==> config.mk <==
export PLATFORM = sky130hd
export DESIGN_NAME = frame_sampler
export DESIGN_NICKNAME = d
export VERILOG_FILES = /design/src/rtl/frame_sampler_pkg.sv /design/src/rtl/frame_sampler_select.sv /design/src/rtl/frame_sampler.sv
export SDC_FILE = /design/constraint.sdc
export NUM_CORES = 1
export LEC_CHECK = 0
export ABC_AREA = 1
export CORE_MARGIN = 2
export CORE_UTILIZATION = 25
export CTS_BUF_LIST = sky130_fd_sc_hd__clkbuf_4
export CTS_CLUSTER_DIAMETER = 120
export CTS_CLUSTER_SIZE = 40
export DETAILED_ROUTE_END_ITERATION = 7
export PLACE_DENSITY = 0.47
export SYNTH_ARGS = -nofsm -noshare
export SYNTH_HDL_FRONTEND = slang
export SYNTH_SLANG_ARGS = --single-unit
==> constraint.sdc <==
create_clock -name clk -period 3.6 [get_ports clk]
set_input_delay 0.36 -clock clk [delete_from_list [all_inputs] [get_ports clk]]
set_output_delay 0.36 -clock clk [all_outputs]
set_load 0.01 [all_outputs]
==> src/rtl/frame_sampler_pkg.sv <==
// Shared types and widths for the frame threshold sampler.
package frame_sampler_pkg;

  localparam int unsigned ENTRY_W = 32;
  localparam int unsigned HALF_W  = 16;
  localparam int unsigned ADDR_W  = 14;

  localparam logic [HALF_W-1:0] TRAILER_TAG = 16'hFFFF;

  typedef enum logic [2:0] {
    IDLE,
    READ,
    WAIT,
    EVAL_HI,
    EVAL_LO,
    DONE,
    TRAILER
  } state_t;

  // One compacted sample-SRAM entry.
  typedef struct packed {
    logic [HALF_W-1:0] index;
    logic [HALF_W-1:0] value;
  } entry_t;

endpackage

==> src/rtl/frame_sampler_select.sv <==
// Threshold compare and entry packing for one 16-bit sample.
module sample_select
  import frame_sampler_pkg::*;
(
  input  logic [HALF_W-1:0] half,
  input  logic [HALF_W-1:0] thr,
  input  logic [HALF_W-1:0] idx,
  output logic              pass_c,
  output entry_t            entry_c
);

  // Unsigned compare; equality passes.
  always_comb begin
    pass_c        = (half >= thr);
    entry_c.index = idx;
    entry_c.value = half;
  end

endmodule

==> src/rtl/frame_sampler.sv <==
// Frame threshold sampler: scans FRAME_WORDS words of two samples each and
// writes every sample >= threshold, compacted, into the sample SRAM.
// Optional: define SAMPLE_COUNT_EN to append a {FFFF, count} trailer entry.
module frame_sampler
  import frame_sampler_pkg::*;
#(
  parameter int unsigned FRAME_WORDS = 8,
  parameter int unsigned FRAME_BASE  = 0,
  parameter int unsigned SAMPLE_BASE = 0
) (
  input  logic               clk,
  input  logic               rst,
  input  logic               enable,
  input  logic [HALF_W-1:0]  threshold,
  input  logic [ENTRY_W-1:0] fdata,
  output logic [ADDR_W-1:0]  faddr,
  output logic               load,
  output logic [ADDR_W-1:0]  saddr,
  output logic [ENTRY_W-1:0] sdata,
  output logic               store,
  output logic               done
);

  localparam int unsigned W_W = 13;

  state_t              state_q, state_d;
  logic [W_W-1:0]      w_q, w_d;
  logic [ADDR_W-1:0]   p_q, p_d;
  logic [HALF_W-1:0]   thr_q, thr_d;
  logic [HALF_W-1:0]   word_lo_q, word_lo_d;
  logic                done_d, load_d, store_d;
  logic [ENTRY_W-1:0]  sdata_d;
  logic [ADDR_W-1:0]   saddr_d, faddr_d;
`ifdef SAMPLE_COUNT_EN
  logic [HALF_W-1:0]   cnt_q, cnt_d;
`endif

  logic [HALF_W-1:0]   sel_half, sel_idx;
  logic                sel_pass;
  entry_t              sel_entry;

  // High half comes straight off the SRAM bus while the word is captured.
  always_comb begin
    sel_half = (state_q == WAIT) ? fdata[31:16] : word_lo_q;
    sel_idx  = (state_q == WAIT) ? HALF_W'({w_q, 1'b0}) : HALF_W'({w_q, 1'b1});
  end

  sample_select u_select (
    .half    (sel_half),
    .thr     (thr_q),
    .idx     (sel_idx),
    .pass_c  (sel_pass),
    .entry_c (sel_entry)
  );

  // State and registered outputs.
  always_ff @(posedge clk or negedge rst) begin
    if (!rst) begin
      state_q   <= IDLE;
      w_q       <= '0;
      p_q       <= '0;
      thr_q     <= '0;
      word_lo_q <= '0;
      done      <= 1'b0;
      load      <= 1'b0;
      store     <= 1'b1;
      sdata     <= '0;
      saddr     <= ADDR_W'(SAMPLE_BASE);
      faddr     <= ADDR_W'(FRAME_BASE);
`ifdef SAMPLE_COUNT_EN
      cnt_q     <= '0;
`endif
    end else begin
      state_q   <= state_d;
      w_q       <= w_d;
      p_q       <= p_d;
      thr_q     <= thr_d;
      word_lo_q <= word_lo_d;
      done      <= done_d;
      load      <= load_d;
      store     <= store_d;
      sdata     <= sdata_d;
      saddr     <= saddr_d;
      faddr     <= faddr_d;
`ifdef SAMPLE_COUNT_EN
      cnt_q     <= cnt_d;
`endif
    end
  end

  // Next state and next output values for the state being entered.
  always_comb begin
    state_d   = state_q;
    w_d       = w_q;
    p_d       = p_q;
    thr_d     = thr_q;
    word_lo_d = word_lo_q;
    done_d    = done;
    load_d    = 1'b0;
    store_d   = 1'b1;
    sdata_d   = sdata;
    saddr_d   = saddr;
    faddr_d   = faddr;
`ifdef SAMPLE_COUNT_EN
    cnt_d     = cnt_q;
`endif

    unique case (state_q)
      IDLE, DONE: begin
        if (enable) begin
          thr_d   = threshold;
          w_d     = '0;
          p_d     = '0;
`ifdef SAMPLE_COUNT_EN
          cnt_d   = '0;
`endif
          done_d  = 1'b0;
          faddr_d = ADDR_W'(FRAME_BASE);
          load_d  = 1'b1;
          state_d = READ;
        end
      end
      READ: begin
        load_d  = 1'b1;
        state_d = WAIT;
      end
      WAIT: begin
        word_lo_d = fdata[15:0];
        state_d   = EVAL_HI;
      end
      EVAL_HI: begin
        state_d = EVAL_LO;
      end
      EVAL_LO: begin
        if (w_q == W_W'(FRAME_WORDS - 1)) begin
`ifdef SAMPLE_COUNT_EN
          store_d = 1'b0;
          saddr_d = ADDR_W'(SAMPLE_BASE) + p_q;
          sdata_d = {TRAILER_TAG, cnt_q};
          state_d = TRAILER;
`else
          done_d  = 1'b1;
          state_d = DONE;
`endif
        end else begin
          w_d     = w_q + 1'b1;
          faddr_d = ADDR_W'(FRAME_BASE) + ADDR_W'(w_q + 1'b1);
          load_d  = 1'b1;
          state_d = READ;
        end
      end
      TRAILER: begin
        done_d  = 1'b1;
        state_d = DONE;
      end
      default: state_d = IDLE;
    endcase

    // Write a passing sample during the following EVAL cycle.
    if ((state_q == WAIT || state_q == EVAL_HI) && sel_pass) begin
      store_d = 1'b0;
      saddr_d = ADDR_W'(SAMPLE_BASE) + p_q;
      sdata_d = sel_entry;
      p_d     = p_q + 1'b1;
`ifdef SAMPLE_COUNT_EN
      cnt_d   = cnt_q + 1'b1;
`endif
    end
  end

endmodule

# Word-level counts from Yosys, hierarchy flattened
# Cells that the tools add are included.
[classes]
add_sub_neg = 3
order_cmp = 1
eq_ne = 10
n_mux = 20
n_reduce_logical = 12
[op_table]
columns = ["op", "n"]
rows = [
  ["2-to-1 mux 14 bit", 4],
  ["case mux 14 bit (2 select lines)", 1],
  ["2-to-1 mux 13 bit", 2],
  ["case mux 13 bit (2 select lines)", 1],
  ["case mux 3 bit (6 select lines)", 1],
  [">= comparator 16 bit", 1],
  ["2-to-1 mux 16 bit", 1],
  ["adder 13 x 1 -> 14 bit (second input constant)", 1],
  ["adder 14 x 1 -> 14 bit (second input constant)", 1],
  ["adder 13 x 1 -> 13 bit (second input constant)", 1],
  ["== test 13 x 3 -> 1 bit (second input constant)", 1],
  ["== test 3 bit (second input constant)", 3],
  ["== test 3 x 2 -> 1 bit (second input constant)", 2],
  ["2-to-1 mux 1 bit", 6],
  ["2-to-1 mux 3 bit", 2],
  ["inequality test 2 bit (second input constant)", 3],
  ["case mux 1 bit (3 select lines)", 2],
  ["AND reduction 3 bit", 2],
  ["nonzero test 2 bit", 3],
  ["AND reduction 2 bit", 2],
  ["== test 3 x 1 -> 1 bit (second input constant)", 1],
  ["zero test 3 bit", 1],
  ["nonzero test 3 bit", 1],
  ["OR reduction 2 bit", 1],
  ["2 further kinds", 2],
]
[word_totals]
register_bits = 123
in_bits = 51
output_inout_bits = 63

# Depth between registers and ports, before layout
# Gate-level depths: netlist (run 1).
[logic_depth]
word_depth = 6
mapped_depth = 22
mapped_depth_nobuf = 20

# By module
# Synthesis (run 1) repeated with hierarchy kept, for this count alone.
[hier_totals]
cells_unflattened = 750
hier_area_um2 = 5813.1
[by_module_without_submodules]
columns = ["mod", "instances", "cells_each", "area_per_inst_um2", "seq_area_each_um2"]
rows = [
  ["frame_sampler", 1, 649, 5154.9, 2803.9],
  ["sample_select", 1, 101, 658.1, 0.0],
]

# Worst setup path before layout (run 1)
# Ideal clock, no wire load.
[synth_timing]
kind = "reg-to-reg"
startpoint = "register state_q[0]"
endpoint = "register saddr[13]"
setup_time_ns = 0.117
arrival_time_ns = 2.369
slack_ns = 1.114
path_stages_with_launch = 22
path_buffers = 3
path_cell_list = "dfrtp_1 -> inv_2 -> nand2_1 -> nor2_2 -> inv_2 -> buf_4 -> nand2_1 -> nand2_1 -> ha_1 -> nand2_1 -> inv_1 -> nand2_1 -> nor2_1 -> nor2_1 -> nand2_1 -> nand2_1 -> nand2_2 -> nand2_2 -> buf_6 -> buf_2 -> nand2_1 -> nand2_1"
[synth_lines]
columns = ["element", "line_no", "text"]
rows = [
  ["start, declared", "frame_sampler.sv:26", "state_t state_q, state_d;"],
  ["start signal, assigned", "frame_sampler.sv:74", "state_q <= state_d;"],
  ["end signal, assigned", "frame_sampler.sv:68", "saddr <= ADDR_W'(SAMPLE_BASE);"],
  ["end signal, assigned", "frame_sampler.sv:83", "saddr <= saddr_d;"],
  ["end, declared", "frame_sampler.sv:18", "output logic [ADDR_W-1:0] saddr,"],
]

==> flow_metrics.py, run 1 <==
metrics = {
    "finish": {
        "regArea_sq_mm": 0.00275,
        "finalNonFillerCells": 1064,
        "fillers": 2361,
        "nets": 847,
        "final_cell_mix": "nand2_1 (249), clkdlybuf4s50_1 (110), dfrtp_1 (109)",
        "syn_to_final_growth_pct": 26.0,
        "final_layout_size_suffix_gt1_share_pct": 6.00,
        "layout_commonest_cell": "nand2_1",
        "final_area_sq_mm": 0.00696,
        "multiInputGateArea_sq_mm": 0.00228,
    },
    "critical_path": {
        "cp_top_family": "simple AND/OR/NAND/NOR gates",
        "r2r-start": "state_q[0]",
        "arrival_ps": 3230,
        "cp-end-kind": "register",
        "worst_path_most_repeated_cell": "nand2_1",
        "crit_start": "state_q[0]",
        "max_stage_delay_ps": 480,
        "cp-start-kind": "register",
        "crit_required_ps": 4000,
        "path_buf_inv": 3,
        "crit_chain": "inv_2 > nand2_1 > nor2_2 > buf_4 > nand2_1 > nand2_1 > ha_1 > nand2_1 > nand2_1 > nand2_1 > nand2_1 > nor2_1 > nand2_1 > nand2_1 > nand2_2 > nand2_2 > buf_12 > nand2_1 > o21ai_2",
        "worst-path-max-fanout": 84,
        "slowest_stage": "dfrtp_1",
        "setup.worst_path.class": "reg -> reg",
    },
    "sta": {
        "setup-tns-final_ps": 0,
        "rsz0062_at_grt": "false",
        "relSlewSlack_pct": 53.4,
        "finalHoldViolCount": 0,
        "fin_crit_sh_pct": 78.5,
        "max_freq_mhz": 354,
        "tightestPinTransition_ps": 699,
        "skew_ps": 23.5,
        "finalSetupViolCount": 0,
        "drv_slew": 0,
        "period_needed_ps": 2820,
    },
    "yosys": {
        "synth.area.top_cells": "dfrtp_1 (49%), nand2_1 (17%), nand3_1 (6.0%), ha_1 (4.1%), inv_1 (3.7%)",
        "syn_inst": 689,
        "syn_avg_cell_area_sq_um": 8.02,
        "yosysSeqAreaShare_pct": 49.9,
        "ys_seq_elements": 110,
        "yosys.area.top_type": "dfrtp_1",
        "synth_warnings": 0,
        "synth_cell_type_count": 31,
        "synth_top_area_share_pct": 49.4,
        "synth_area_sq_mm": 0.00552,
    },
    "placed_design": {
        "gp_congestion": 0.798,
        "dpl_cell_area_sq_mm": 0.00679,
        "dp.cells": 1046,
        "dpl.hpwl_microns": 10200,
        "io_buffers": 111,
    },
    "floorplanning": {
        "initial_utilization_pct": 25.4,
        "io_pins": 114,
        "core_sq_mm": 0.0218,
        "fp-row-count": 54,
        "dieArea_sq_mm": 0.0233,
        "die_x_microns": 153,
        "die_height_microns": 153,
    },
    "detailed_routing": {
        "routed_wl_microns": 14300,
        "drtAntennaViolNets": 0,
        "via_count": 4573,
        "first_pass_iters": 4,
        "avgViaCountPerCell": 4.30,
        "drt_iter0_markers": 268,
        "wire_per_inst_microns": 13.4,
        "drcViolationCount": 0,
    },
    "hold_path": {
        "hp-start": "fdata[1]",
        "hold_class": "in -> reg",
    },
    "power_and_ir_drop": {
        "peakVddDrop_mv": 0.291,
        "p_leak_nw": 3.37,
        "power_density_mw_per_mm2": 682,
    },
    "clocking": {
        "clk_latency_ps": 480,
        "clock-sinks": 110,
        "cts_buffers": 9,
        "post-cts-setup-buffers": 0,
        "clkTransAtPathRegs_ps": 190,
        "root_buffer": "clkbuf_4",
        "cts_tree": "built",
        "ctsHtreeMaxLevel": 3,
        "clk_path_buf_depth": 2,
    },
    "grt": {
        "antenna_found_initial": 1,
        "grt_pass1_wl_microns": 23400,
        "grt_overflow_total": 0,
        "grt_max_degree": 85,
        "grt_pass1_vias": 4364,
        "grtUsageTotal_pct": 12.5,
    },
    "run_status": {
        "status": "completed",
    },
    "flow_run": {
        "maxCapViolCount": 0,
    },
}
-- where the power goes --
group / internal [mW] / total (mW) / switching (mW)
Sequential: 1.61 / 1.81 / 0.203
Combinational: 0.844 / 2.21 / 1.36
Clock: 0.289 / 0.729 / 0.440
Total: 2.74 / 4.75 / 2.01
-- layout make-up --
type / count / area share (%)
Antenna cell: 1 / 0.0360
Timing Repair Buffer: 118 / 17.1
Clock inverter: 6 / 1.22
Inverter: 60 / 3.24
Sequential cell: 110 / 39.6
Clock buffer: 10 / 1.08
Multi-Input combinational cell: 479 / 32.7
Tap cell: 280 / 5.03
-- stage by stage --
step	power [mW]	hold slack [ps]	worst slack [ps]	util [%]
6_report	4.75	387	776	32.0
5_1_grt	5.22	363	405	32.0
4_1_cts	4.84	343	767	32.0
3_5_place_dp	4.10	455	791	31.2
3_3_place_gp	4.08	449	836	31.2
2_1_floorplan	3.25	64.4	1110	-
-- kinds of logic after synthesis --
logic type	share of synthesized area, %
buffers and inverters	9.01
xor gates and xnor gates	0.476
DFF	49.9
adders and majority gates	4.08
other	0.0679
AOI/OAI and AO/OA	6.32
and+or+nand+nor	30.0
muxes	0.204
-- final timing paths --
kind / cells past startpoint / end / slack [ps]
hold / removal: 3 / word_lo_q[1] / 390
setup / recovery: 19 / saddr[5] / 780
setup reg to reg: 19 / saddr[5] / 780
max in group asynchronous: 3 / store / 2360
min in group asynchronous: 2 / thr_q[15] / 450
hold reg to reg: 2 / word_lo_q[11] / 480
-- sequential cells by signal (all words and copies together) (netlist names) --
signal and flops:
thr_q 16, state_q 3, done 1, faddr 14
sdata 30, store 1, p_q 14, load 1
word_lo_q 16, saddr 14
-- worst register-to-register path, delay by kind of cell (launching register included) --
kind | cells | cell delay [ps]
buffers and inverters | 3 | 730
DFF | 1 | 480
AOI/OAI and AO/OA | 1 | 70
and+or+nand+nor | 14 | 1260
adders and majority gates | 1 | 250
-- layer usage --
metal / global-route usage, % / vias up / part of all wire [%]
li1: - / 2378 / -
met1: 18.2 / 2075 / 51
met2: 18.7 / 108 / 44
met3: 2.19 / 12 / 3.9
met4: 4.10 / 0 / 1.3
met5: 0 / - / 0
-- what timing repair did --
action                                 in CTS  in global routing
endpoints found under the hold margin      49                  0
gates resized for setup                     0                  0
hold buffers                                1                  0
-- synthesized netlist by cell type --
| cell type | number |
|---|---|
| ha_1 | 18 |
| nor2_1 | 32 |
| nand4_1 | 20 |
| inv_2 | 5 |
| nor3_1 | 12 |
| conb_1 | 1 |
| dfstp_2 | 1 |
| or2_2 | 3 |
| o21ai_2 | 7 |
| o21ai_0 | 23 |
| dfrtp_1 | 109 |
| nor3_2 | 1 |
| clkbuf_2 | 1 |
| xor2_1 | 2 |
| o21ai_1 | 7 |
| nor4_1 | 2 |
| xnor2_1 | 1 |
| inv_1 | 55 |
| mux2_1 | 1 |
| buf_4 | 18 |
| nand2_2 | 3 |
| nand2_1 | 249 |
| buf_2 | 10 |
| a21oi_2 | 1 |
| o311ai_0 | 1 |
| nand3_1 | 66 |
| nand3b_1 | 1 |
| buf_6 | 5 |
| a21oi_1 | 24 |
| nor2_2 | 3 |
| clkbuf_1 | 7 |
Note: power is estimated with default switching activity, not from simulation.
==> run 2: changes to the inputs <==
--- a/config.mk
+++ b/config.mk
@@ -12,7 +12,7 @@
 export CTS_CLUSTER_DIAMETER = 120
 export CTS_CLUSTER_SIZE = 40
 export DETAILED_ROUTE_END_ITERATION = 7
-export PLACE_DENSITY = 0.47
+export PLACE_DENSITY = 0.48
 export SYNTH_ARGS = -nofsm -noshare
 export SYNTH_HDL_FRONTEND = slang
 export SYNTH_SLANG_ARGS = --single-unit
==> constraint.sdc (replaced) <==
create_clock -name clk -period 2.5 [get_ports clk]
set_input_delay 0.25 -clock clk [delete_from_list [all_inputs] [get_ports clk]]
set_output_delay 0.25 -clock clk [all_outputs]
set_load 0.01 [all_outputs]
==> run 2 against run 1 <==
Effect of this change:
- core utilization increased by 3.0 points
- sequential power increased by 43%
- critical path depth unchanged
- register-to-register slack got worse by 770 ps
- via count increased by 5.6%
- final area increased by 9.4%
- critical path type unchanged
==> flow_metrics.py, run 2 (synthesis results as in run 1) <==
metrics = {
    "critical_path": {
        "slowest_stage": "dfrtp_1",
        "crit_chain": "inv_2 > nand2_4 > nor2_4 > buf_12 > buf_6 > nand2_1 > nand2_1 > inv_2 > ha_1 > nand4_1 > nor2_1 > nor2_1 > nand2_1 > nand2_2 > nand2_4 > nand2_8 > buf_16 > nand2_1 > o21ai_0",
        "worstSetupPathDepth": 19,
        "crit_required_ps": 2880,
        "setup.worst_path.class": "reg -> reg",
        "crit_end": "saddr[9]",
        "crit_start": "state_q[0]",
        "r2r_end": "saddr[9]",
        "cp-start-kind": "register",
        "max_stage_delay_ps": 420,
        "reg2regPathDepth": 19,
        "r2r_slack_ps": 2,
        "worst_path_most_repeated_cell": "nand2_1",
        "r2r-start": "state_q[0]",
        "arrival_ps": 2880,
        "worst-path-max-fanout": 11,
        "path_buf_inv": 5,
        "cp-end-kind": "register",
        "cp_top_family": "simple AND/OR/NAND/NOR gates",
    },
    "power_and_ir_drop": {
        "power_switching_mw": 3.26,
        "power_density_mw_per_mm2": 1040,
        "power.share.combinational_pct": 55.3,
        "p_leak_nw": 3.68,
        "clkPwrFrac_pct": 11.9,
        "seqPwrFrac_pct": 32.8,
        "power.total_mw": 7.90,
        "internal_power_mw": 4.64,
        "peakVddDrop_mv": 0.472,
        "switching_share_pct": 41.3,
    },
    "placed_design": {
        "dpl.hpwl_microns": 10800,
        "dpl_cell_area_sq_mm": 0.00710,
        "io_buffers": 111,
        "gp_congestion": 0.803,
    },
    "sta": {
        "fin_crit_sh_pct": 99.9,
        "finalHoldViolCount": 0,
        "drv_slew": 0,
        "period_needed_ps": 2500,
        "finalSetupViolCount": 0,
        "max_freq_mhz": 400,
        "rsz0062_at_grt": "true",
        "skew_ps": 22.3,
    },
    "detailed_routing": {
        "first_pass_iters": 4,
        "avgViaCountPerCell": 4.34,
        "routed_wl_microns": 15500,
        "drt_iter0_markers": 225,
        "drcViolationCount": 0,
        "wire_per_inst_microns": 13.9,
        "drtAntennaViolNets": 0,
        "via_count": 4828,
    },
    "finish": {
        "regMostFlops": "sdata",
        "syn_to_final_growth_pct": 37.8,
        "final_area_sq_mm": 0.00761,
        "largest_reg_flops": 30,
        "reg.largest.list": "sdata (30), thr_q (16), word_lo_q (16)",
        "layout_commonest_cell": "nand2_1",
        "nets": 896,
        "final_cell_mix": "nand2_1 (235), clkdlybuf4s50_1 (110), dfrtp_1 (108)",
        "final_layout_size_suffix_gt1_share_pct": 14.4,
    },
    "grt": {
        "antenna_found_initial": 1,
        "grt_overflow_total": 0,
        "grt_pass1_wl_microns": 25400,
        "grtUsageTotal_pct": 13.5,
        "grt_max_degree": 55,
        "grt_pass1_vias": 4746,
    },
    "floorplanning": {
        "core_sq_mm": 0.0218,
        "dieArea_sq_mm": 0.0233,
        "fp-row-count": 54,
        "initial_utilization_pct": 25.4,
        "die_height_microns": 153,
        "die_x_microns": 153,
        "io_pins": 114,
    },
    "clocking": {
        "cts_tree": "built",
        "cts_buffers": 9,
        "clk_latency_ps": 500,
        "clkTransAtPathRegs_ps": 160,
        "clock-sinks": 110,
        "ctsHtreeMaxLevel": 3,
        "root_buffer": "clkbuf_4",
        "clk_path_buf_depth": 2,
    },
    "flow_run": {
        "maxCapViolCount": 0,
    },
    "hold_path": {
        "hold_class": "in -> async",
    },
    "run_status": {
        "status": "completed",
    },
}
## run 2: changes by cell type in the layout (fill, tap and decap cells not counted), moves of 4 or more
cell,delta
o21ai_0,-4
ha_1,-5
buf_4,+37
nand2_2,+11
o21ai_1,+4
buf_16,+4
nand2_1,-14
ha_4,+5
## run 2: area by class of cell
cell class | count | area [sq um]
fill | 2285 | 14100
sequential | 110 | 2760
multi-input combinational | 480 | 2430
timing repair buffer | 166 | 1710
tap | 280 | 350
inverter | 60 | 230
clock buffer | 10 | 75.1
clock inverter | 5 | 61.3
antenna | 1 | 2.50
## run 2: worst min-delay path by stage
stage,from,endpoint,slack (ps),depth (start not counted)
after global placement,rst,word_lo_q[12],240,1
after floorplan,rst,done,-50,0
after CTS,rst,sdata[3],220,2
after detailed placement,rst,word_lo_q[15],250,1
after global routing,rst,word_lo_q[1],250,2
final,rst,word_lo_q[15],240,2
## run 2: repair_timing
item | 4_1_cts | 5_1_grt
pin swaps | 0 | 2
hold buffers | 1 | 0
setup endpoints to repair | 58 | 59
setup buffers | 3 | 2
hold endpoints to repair | 32 | 0
gates cloned | 4 | 3
gates resized for setup | 20 | 21
## run 2: routing by layer
metal  GRT usage (%)  wire (microns)  vias up
li1                -               -     2477
met4            4.19             217        0
met3            2.30             525       13
met5               0               0        -
met2            20.3            6730      110
met1            19.6            8030     2228
## run 2: per-stage QoR
stage | utilization (%) | cells | hold slack (ps) | setup TNS, ps | worst slack [ps]
2_1_floorplan | - | 690 | -45.6 | 0 | 14.3
3_3_place_gp | 32.6 | 1083 | 243 | -1960 | -68.9
3_5_place_dp | 32.6 | 1083 | 246 | -4610 | -118
4_1_cts | 34.3 | 1106 | 221 | -55.1 | -19.3
5_1_grt | 35.0 | 1112 | 247 | -10090 | -214
6_report | 35.0 | 1112 | 241 | 0 | 1.64
## run 2: power by group through the flow
| stage | logic (mW) | clock network, mW | registers, mW |
|---|---|---|---|
| 2_1_floorplan | 2.00 | 0 | 2.68 |
| 3_3_place_gp | 3.72 | 0 | 2.62 |
| 3_5_place_dp | 3.76 | 0 | 2.63 |
| 4_1_cts | 4.15 | 0.989 | 2.59 |
| 5_1_grt | 4.90 | 1.05 | 2.66 |
| 6_report | 4.37 | 0.937 | 2.59 |
